$ cat config.mk
export PLATFORM = sky130hd
export DESIGN_NAME = inst_encoder
export DESIGN_NICKNAME = d
export VERILOG_FILES = /design/src/rtl/inst_encoder.sv
export SDC_FILE = /design/constraint.sdc
export NUM_CORES = 1
export LEC_CHECK = 0
export CELL_PAD_IN_SITES_DETAIL_PLACEMENT = 1
export CELL_PAD_IN_SITES_GLOBAL_PLACEMENT = 2
export CORE_MARGIN = 4
export CORE_UTILIZATION = 30
export CTS_CLUSTER_DIAMETER = 120
export DETAILED_ROUTE_END_ITERATION = 7
export GPL_TIMING_DRIVEN = 0
export PLACE_DENSITY_LB_ADDON = 0.1
export SLEW_MARGIN = 20
export SYNTH_ARGS = -nofsm -noshare
export SYNTH_HDL_FRONTEND = slang
export SYNTH_SLANG_ARGS = --single-unit
$ cat constraint.sdc
create_clock -name clk -period 3.9 [get_ports clk]
set_clock_uncertainty 0.1 [all_clocks]
set_input_delay 0.975 -clock clk [delete_from_list [all_inputs] [get_ports clk]]
set_output_delay 0.975 -clock clk [all_outputs]
set_load 0.01 [all_outputs]
$ cat src/rtl/inst_encoder.sv
// rtl/inst_encoder.sv - two-stage RV32I instruction encoder with immediate range check
// S1 captures fields and the range verdict; S2 holds the packed word, its address and error flag.
module inst_encoder #(
  parameter logic [31:0] BASE_ADDR = 32'h0000_0000,
  parameter int          ERR_W     = 8
) (
  input  logic             clk,
  input  logic             rst,
  input  logic             in_valid,
  output logic             in_ready,
  input  logic [6:0]       opcode,
  input  logic [4:0]       rd,
  input  logic [4:0]       rs1,
  input  logic [4:0]       rs2,
  input  logic [2:0]       funct3,
  input  logic [6:0]       funct7,
  input  logic [31:0]      imm,
  output logic             out_valid,
  input  logic             out_ready,
  output logic [31:0]      out_inst,
  output logic [31:0]      out_addr,
  output logic             out_err,
  output logic [ERR_W-1:0] err_cnt
);

  localparam logic [6:0] OP_JALR   = 7'b1100111;
  localparam logic [6:0] OP_LOAD   = 7'b0000011;
  localparam logic [6:0] OP_IMM    = 7'b0010011;
  localparam logic [6:0] OP_STORE  = 7'b0100011;
  localparam logic [6:0] OP_BRANCH = 7'b1100011;
  localparam logic [6:0] OP_LUI    = 7'b0110111;
  localparam logic [6:0] OP_AUIPC  = 7'b0010111;
  localparam logic [6:0] OP_JAL    = 7'b1101111;
  localparam logic [6:0] OP_REG    = 7'b0110011;
  localparam logic [31:0] NOP      = 32'h0000_0013;

  logic             s1_valid_q, s1_valid_d;
  logic [6:0]       s1_op_q, s1_f7_q;
  logic [4:0]       s1_rd_q, s1_rs1_q, s1_rs2_q;
  logic [2:0]       s1_f3_q;
  logic [31:0]      s1_imm_q;
  logic             s1_ok_q, range_ok_d;

  logic             out_valid_q, out_valid_d;
  logic [31:0]      out_inst_q, out_addr_q, next_addr_q;
  logic             out_err_q;
  logic [ERR_W-1:0] err_cnt_q;
  logic [31:0]      packed_d;

  logic s2_free, s1_adv, in_fire, out_fire;
  logic imm12_ok, imm13_ok, imm21_ok, shamt_ok;

  assign s2_free  = !out_valid_q || out_ready;
  assign s1_adv   = s1_valid_q && s2_free;
  assign in_ready = !s1_valid_q || s2_free;
  assign in_fire  = in_valid && in_ready;
  assign out_fire = out_valid_q && out_ready;

  // Signed-range checks reduce to "all bits above the field equal the sign bit".
  assign imm12_ok = (imm[31:11] == {21{imm[31]}});
  assign imm13_ok = (imm[31:12] == {20{imm[31]}}) && !imm[0];
  assign imm21_ok = (imm[31:20] == {12{imm[31]}}) && !imm[0];
  assign shamt_ok = (imm[31:5] == 27'd0) &&
                    ((funct7 == 7'b0000000) || (funct3 == 3'b101 && funct7 == 7'b0100000));

  always_comb begin
    range_ok_d = 1'b0;
    case (opcode)
      OP_JALR, OP_LOAD, OP_STORE: range_ok_d = imm12_ok;
      OP_IMM:    range_ok_d = (funct3 == 3'b001 || funct3 == 3'b101) ? shamt_ok : imm12_ok;
      OP_BRANCH: range_ok_d = imm13_ok;
      OP_LUI, OP_AUIPC: range_ok_d = (imm[11:0] == 12'd0);
      OP_JAL:    range_ok_d = imm21_ok;
      OP_REG:    range_ok_d = 1'b1;
      default:   range_ok_d = 1'b0;
    endcase
  end

  always_comb begin
    packed_d = NOP;
    case (s1_op_q)
      OP_JALR, OP_LOAD:
        packed_d = {s1_imm_q[11:0], s1_rs1_q, s1_f3_q, s1_rd_q, s1_op_q};
      OP_IMM:
        if (s1_f3_q == 3'b001 || s1_f3_q == 3'b101)
          packed_d = {s1_f7_q, s1_imm_q[4:0], s1_rs1_q, s1_f3_q, s1_rd_q, s1_op_q};
        else
          packed_d = {s1_imm_q[11:0], s1_rs1_q, s1_f3_q, s1_rd_q, s1_op_q};
      OP_STORE:
        packed_d = {s1_imm_q[11:5], s1_rs2_q, s1_rs1_q, s1_f3_q, s1_imm_q[4:0], s1_op_q};
      OP_BRANCH:
        packed_d = {s1_imm_q[12], s1_imm_q[10:5], s1_rs2_q, s1_rs1_q, s1_f3_q,
                    s1_imm_q[4:1], s1_imm_q[11], s1_op_q};
      OP_LUI, OP_AUIPC:
        packed_d = {s1_imm_q[31:12], s1_rd_q, s1_op_q};
      OP_JAL:
        packed_d = {s1_imm_q[20], s1_imm_q[10:1], s1_imm_q[11], s1_imm_q[19:12], s1_rd_q, s1_op_q};
      OP_REG:
        packed_d = {s1_f7_q, s1_rs2_q, s1_rs1_q, s1_f3_q, s1_rd_q, s1_op_q};
      default:
        packed_d = NOP;
    endcase
    if (!s1_ok_q) packed_d = NOP;
  end

  always_comb begin
    s1_valid_d = s1_valid_q;
    if (in_fire)     s1_valid_d = 1'b1;
    else if (s1_adv) s1_valid_d = 1'b0;
    out_valid_d = out_valid_q;
    if (s1_adv)        out_valid_d = 1'b1;
    else if (out_fire) out_valid_d = 1'b0;
  end

  // Field capture needs no reset: s1_valid_q gates every use.
  always_ff @(posedge clk) begin
    if (in_fire) begin
      s1_op_q  <= opcode;
      s1_rd_q  <= rd;
      s1_rs1_q <= rs1;
      s1_rs2_q <= rs2;
      s1_f3_q  <= funct3;
      s1_f7_q  <= funct7;
      s1_imm_q <= imm;
      s1_ok_q  <= range_ok_d;
    end
  end

  always_ff @(posedge clk or posedge rst) begin
    if (rst) begin
      s1_valid_q  <= 1'b0;
      out_valid_q <= 1'b0;
      out_inst_q  <= 32'd0;
      out_addr_q  <= BASE_ADDR;
      next_addr_q <= BASE_ADDR;
      out_err_q   <= 1'b0;
      err_cnt_q   <= '0;
    end else begin
      s1_valid_q  <= s1_valid_d;
      out_valid_q <= out_valid_d;
      if (s1_adv) begin
        out_inst_q  <= packed_d;
        out_addr_q  <= next_addr_q;
        next_addr_q <= next_addr_q + 32'd4;
        out_err_q   <= !s1_ok_q;
      end
      if (out_fire && out_err_q && (err_cnt_q != {ERR_W{1'b1}}))
        err_cnt_q <= err_cnt_q + {{(ERR_W-1){1'b0}}, 1'b1};
    end
  end

  assign out_valid = out_valid_q;
  assign out_inst  = out_inst_q;
  assign out_addr  = out_addr_q;
  assign out_err   = out_err_q;
  assign err_cnt   = err_cnt_q;

endmodule

==> results <==
- The flow ran to the end, and the final reports show no timing, DRC or antenna violations.
- The number of hold-slack violations in the final timing report is 0.
- The total I/O pin count is around 140.
- Setup slack on the worst reg-to-reg path comes out at 1.54 ns.
- The worst setup path is captured at a register.
- STA puts the critical path data arrival time at roughly 3.5 ns.
- The total of max-cap violations is 0.
- The number of clock buffers added by TritonCTS is 17.
- The number of H-tree branching levels is 4.
- Global routing consumed, over all layers together, about 15% of the routing resources.
- Setup repair after global routing left no endpoint under its margin.
- The post-CTS setup buffer count is 0.
- The wire-length estimate of the detail-placed layout is about 15000 µm.
- The worst-case vdd ir drop is 0.000266 V.
- The share of the synthesized area in the top cell type is about 37%.
- sky130_fd_sc_hd__dfrtp_1 takes more of the synthesized area than any other cell.
- The fill cell instance count of the final layout is 2431.
- The first-pass GRT wire length is 30600 µm.
- At the end of the flow, the number of nets in the layout was 819.
- In this run the remaining antenna-violating nets after routing total 0.
- The maximum fanout count along the critical path is 4.
- After synthesis, the cell types taking the most area are sky130_fd_sc_hd__dfrtp_1 (37%), sky130_fd_sc_hd__edfxtp_1 (28%), sky130_fd_sc_hd__nand2_1 (7.8%).
- The effective utilization at floorplan is 30.5%.
- The initialized floorplan defines between 50 and 60 standard-cell rows.
- The utilization of the core after routing is roughly two fifths.
- The die covers 25500 µm².
- The via count of the first global-routing pass is roughly 5600.
- The total vias in the final route is around 5000.
- The clock net in this run drives a total of 168 sinks.
- The proportion of synthesized chip area in sequential cells is between 60% and 70%.
- The share of post-route cells with drive strength above 1 is under 10%.
- The path class of the tightest hold or removal check is reg -> reg.
- The sequential cell area in the final layout is between 4000 and 5000 µm².
- The total congestion overflow after global routing is 0.
- The hold buffer count at CTS is 0.
- Post-CTS repair changed the size of 0 cells.
- The final-layout setup total negative slack is 0 ns.
- Input and output buffers added on the ports amount to 140.
- Data on the critical path is required at its endpoint by 4.08 ns.
- The final critical-path required period is approximately 3.3 ns.
- The initial antenna violation count is 0.
- The number of inserted diodes is 0.
- The floorplan die height is around 160 µm.
- Entering global routing, the biggest net connects 60 pins.
- The area of the mapped netlist is slightly below 7000 µm².
- OpenSTA, run right after detailed placement, puts the worst setup slack at about 0.12 ns.
- The most frequently used flop master after synthesis is sky130_fd_sc_hd__dfrtp_1.
- The root buffer cell chosen for the clock tree is sky130_fd_sc_hd__clkbuf_16.
- The share of synthesized flip-flops with an asynchronous set or reset is between 60% and 70%.
- The synthesized design contains approximately 170 register bits.
- The post-route fraction of the period consumed by the critical path is a little under nine tenths.
- The critical path in this run is classified as in -> reg.
- Hold is met by 0.373 ns.
- After detailed routing, the number of remaining DRC violations is 0.
- For the pin with the worst max-slew slack, the measured transition is between 0.7 and 0.8 ns.
- At the later pin of the worst-skew pair, clock insertion delay measures 0.43 ns.
- From left edge to right edge, the die measures roughly 160 µm.
- After synthesis, the netlist uses 54 different library cells.
- The first detailed-routing pass took 4 iterations.
- The startpoint type of the worst setup path is an input pin.
- In this run the tightest slew margin relative to its limit is around 48%.
- The placeable core area is between 20000 and 25000 µm².
- Power spread over the standard cell area amounts to about 460 nW/µm².
- Synthesis produced 587 cells.
- From synthesis to final layout, the design area changed by 34.7%.
- The TritonCTS clock tree is yes.
- Clock-pin slew was measured on the worst setup and hold paths at around 0.060 ns.
- For this run, the top clock speed supported by timing is around 300 MHz.
- The multi-input combinational cells in the finished layout cover a total of 2270 µm².
- The leakage power is between 3 and 4 nW.
- The minimum setup slack in the final design is around 0.56 ns.
- A synthesized cell averages around 12 µm².
- The final count of pins violating max slew came to 0.
- The number of synthesized flops with an enable pin is 65.
- The violation count after the first detailed-route iteration is between 200 and 250.
- The total wirelength of the detailed-routed design is roughly 19000 µm.
- The vias per cell is 4.79.
- The global placement routability congestion is 0.829.
- In the final routed layout, each cell accounts on average for between 15 and 20 µm.
- The synthesis warning total is 0.
- The number of failing setup endpoints in the final timing report is 0.
- The maximum count of clock buffers along a single path is 2.
cells by family after synthesis:
kind of cell / share of synthesized area, %
and+or+nand+nor: 17.6
buffers and inverters: 1.61
DFF: 65.6
other: 0.0543
AOI/OAI and AO/OA: 9.73
xor gates and xnor gates: 4.69
adders and majority gates: 0.362
muxes: 0.326
cells in the mapped netlist (4+ instances only):
cell type / number
sky130_fd_sc_hd__dfrtp_1: 103
sky130_fd_sc_hd__a22oi_1: 14
sky130_fd_sc_hd__nand2b_1: 10
sky130_fd_sc_hd__inv_1: 5
sky130_fd_sc_hd__nand3_1: 17
sky130_fd_sc_hd__a22o_1: 5
sky130_fd_sc_hd__xor2_1: 7
sky130_fd_sc_hd__and3_1: 9
sky130_fd_sc_hd__and2_1: 4
sky130_fd_sc_hd__nor3_1: 11
sky130_fd_sc_hd__edfxtp_1: 65
sky130_fd_sc_hd__a21oi_1: 21
sky130_fd_sc_hd__a222oi_1: 6
sky130_fd_sc_hd__nor4_1: 5
sky130_fd_sc_hd__and4_1: 6
sky130_fd_sc_hd__nand4_1: 15
sky130_fd_sc_hd__nand2_1: 143
sky130_fd_sc_hd__xnor2_1: 30
sky130_fd_sc_hd__o21ai_0: 27
sky130_fd_sc_hd__clkbuf_1: 14
sky130_fd_sc_hd__nor2_1: 19
power by group:
| group | internal, W | switching [W] |
|---|---|---|
| registers | 0.00198 | 0.000111 |
| logic | 0.000254 | 0.000259 |
| clock network | 0.000895 | 0.000745 |
| total | 0.00313 | 0.00111 |
cells in the final DEF (no fill, tap or decap), types with 7 or more instances in the layout:
| master | Yosys | routed |
|---|---|---|
| sky130_fd_sc_hd__and3_1 | 9 | 9 |
| sky130_fd_sc_hd__nand4_1 | 15 | 15 |
| sky130_fd_sc_hd__xnor2_1 | 30 | 30 |
| sky130_fd_sc_hd__dfrtp_1 | 103 | 103 |
| sky130_fd_sc_hd__edfxtp_1 | 65 | 65 |
| sky130_fd_sc_hd__xor2_1 | 7 | 7 |
| sky130_fd_sc_hd__nor3_1 | 11 | 11 |
| sky130_fd_sc_hd__nor2_1 | 19 | 19 |
| sky130_fd_sc_hd__clkbuf_1 | 14 | 14 |
| sky130_fd_sc_hd__nand2_1 | 143 | 143 |
| sky130_fd_sc_hd__a21oi_1 | 21 | 21 |
| sky130_fd_sc_hd__nand2b_1 | 10 | 10 |
| sky130_fd_sc_hd__o21ai_0 | 27 | 27 |
| sky130_fd_sc_hd__clkdlybuf4s50_1 | 0 | 140 |
| sky130_fd_sc_hd__nand3_1 | 17 | 17 |
| sky130_fd_sc_hd__clkbuf_16 | 0 | 17 |
| sky130_fd_sc_hd__a22oi_1 | 14 | 14 |
worst max-delay path: stages:
cell and delay, ns:
sky130_fd_sc_hd__clkdlybuf4s50_1 0.53, sky130_fd_sc_hd__or4_1 0.57, sky130_fd_sc_hd__nor4_2 0.44, sky130_fd_sc_hd__and3_1 0.25
sky130_fd_sc_hd__nand4_1 0.14, sky130_fd_sc_hd__a2111oi_2 0.42, sky130_fd_sc_hd__a211o_1 0.19
routing by layer:
layer / routed length (µm) / GRT usage [%] / part of all wire (%) / vias to the layer above
li1: - / - / - / 2426
met1: 8060 / 18.4 / 42 / 2463
met2: 9830 / 26.9 / 52 / 101
met3: 730 / 3.48 / 3.8 / 22
met4: 351 / 5.40 / 1.8 / 0
met5: 0 / 0 / 0 / -
stage by stage:
| step | total power, W | cells | instance area (µm²) |
|---|---|---|---|
| floorplan | 0.00234 | 588 | 6910 |
| global placement | 0.00262 | 1013 | 8660 |
| detailed placement | 0.00265 | 1015 | 8730 |
| CTS | 0.00431 | 1047 | 9300 |
| global route | 0.00445 | 1047 | 9300 |
| finish | 0.00424 | 1047 | 9300 |
state kept, by name, indices dropped and copies added, names as in the netlist:
signal and cells:
s1_ok_q 1, out_err 1, out_addr 30, s1_f3_q 3, s1_rs2_q 5, s1_rd_q 5, s1_imm_q 32, s1_f7_q 7
out_inst 32, s1_op_q 7, s1_valid_q 1, s1_rs1_q 5, err_cnt 8, next_addr_q 30, out_valid 1
path summary, 6_finish.rpt:
kind                                               from                  endpoint  depth (start not counted)
worst max-delay path                            imm[11]         s1_ok_q$_DFFE_PP_                          7
worst max register to register     s1_op_q[3]$_DFFE_PP_  out_inst[30]$_DFFE_PP0P_                          5
worst min-delay path            out_inst[1]$_DFFE_PP0P_   out_inst[1]$_DFFE_PP0P_                          1
max in group asynchronous                           rst  out_inst[12]$_DFFE_PP0P_                          3
min in group asynchronous                           rst    err_cnt[4]$_DFFE_PP0P_                          2
worst min register to register  out_inst[1]$_DFFE_PP0P_   out_inst[1]$_DFFE_PP0P_                          1
cell type report:
type / instances / area share (%)
clock buffer: 17 / 4.58
clock inverter: 15 / 1.53
multi-input combinational: 394 / 24.4
inverter: 5 / 0.256
timing repair buffer: 142 / 15.7
buffer: 21 / 0.996
sequential: 168 / 48.7
tap: 285 / 3.84
Note: power is estimated with default switching activity, not from simulation.
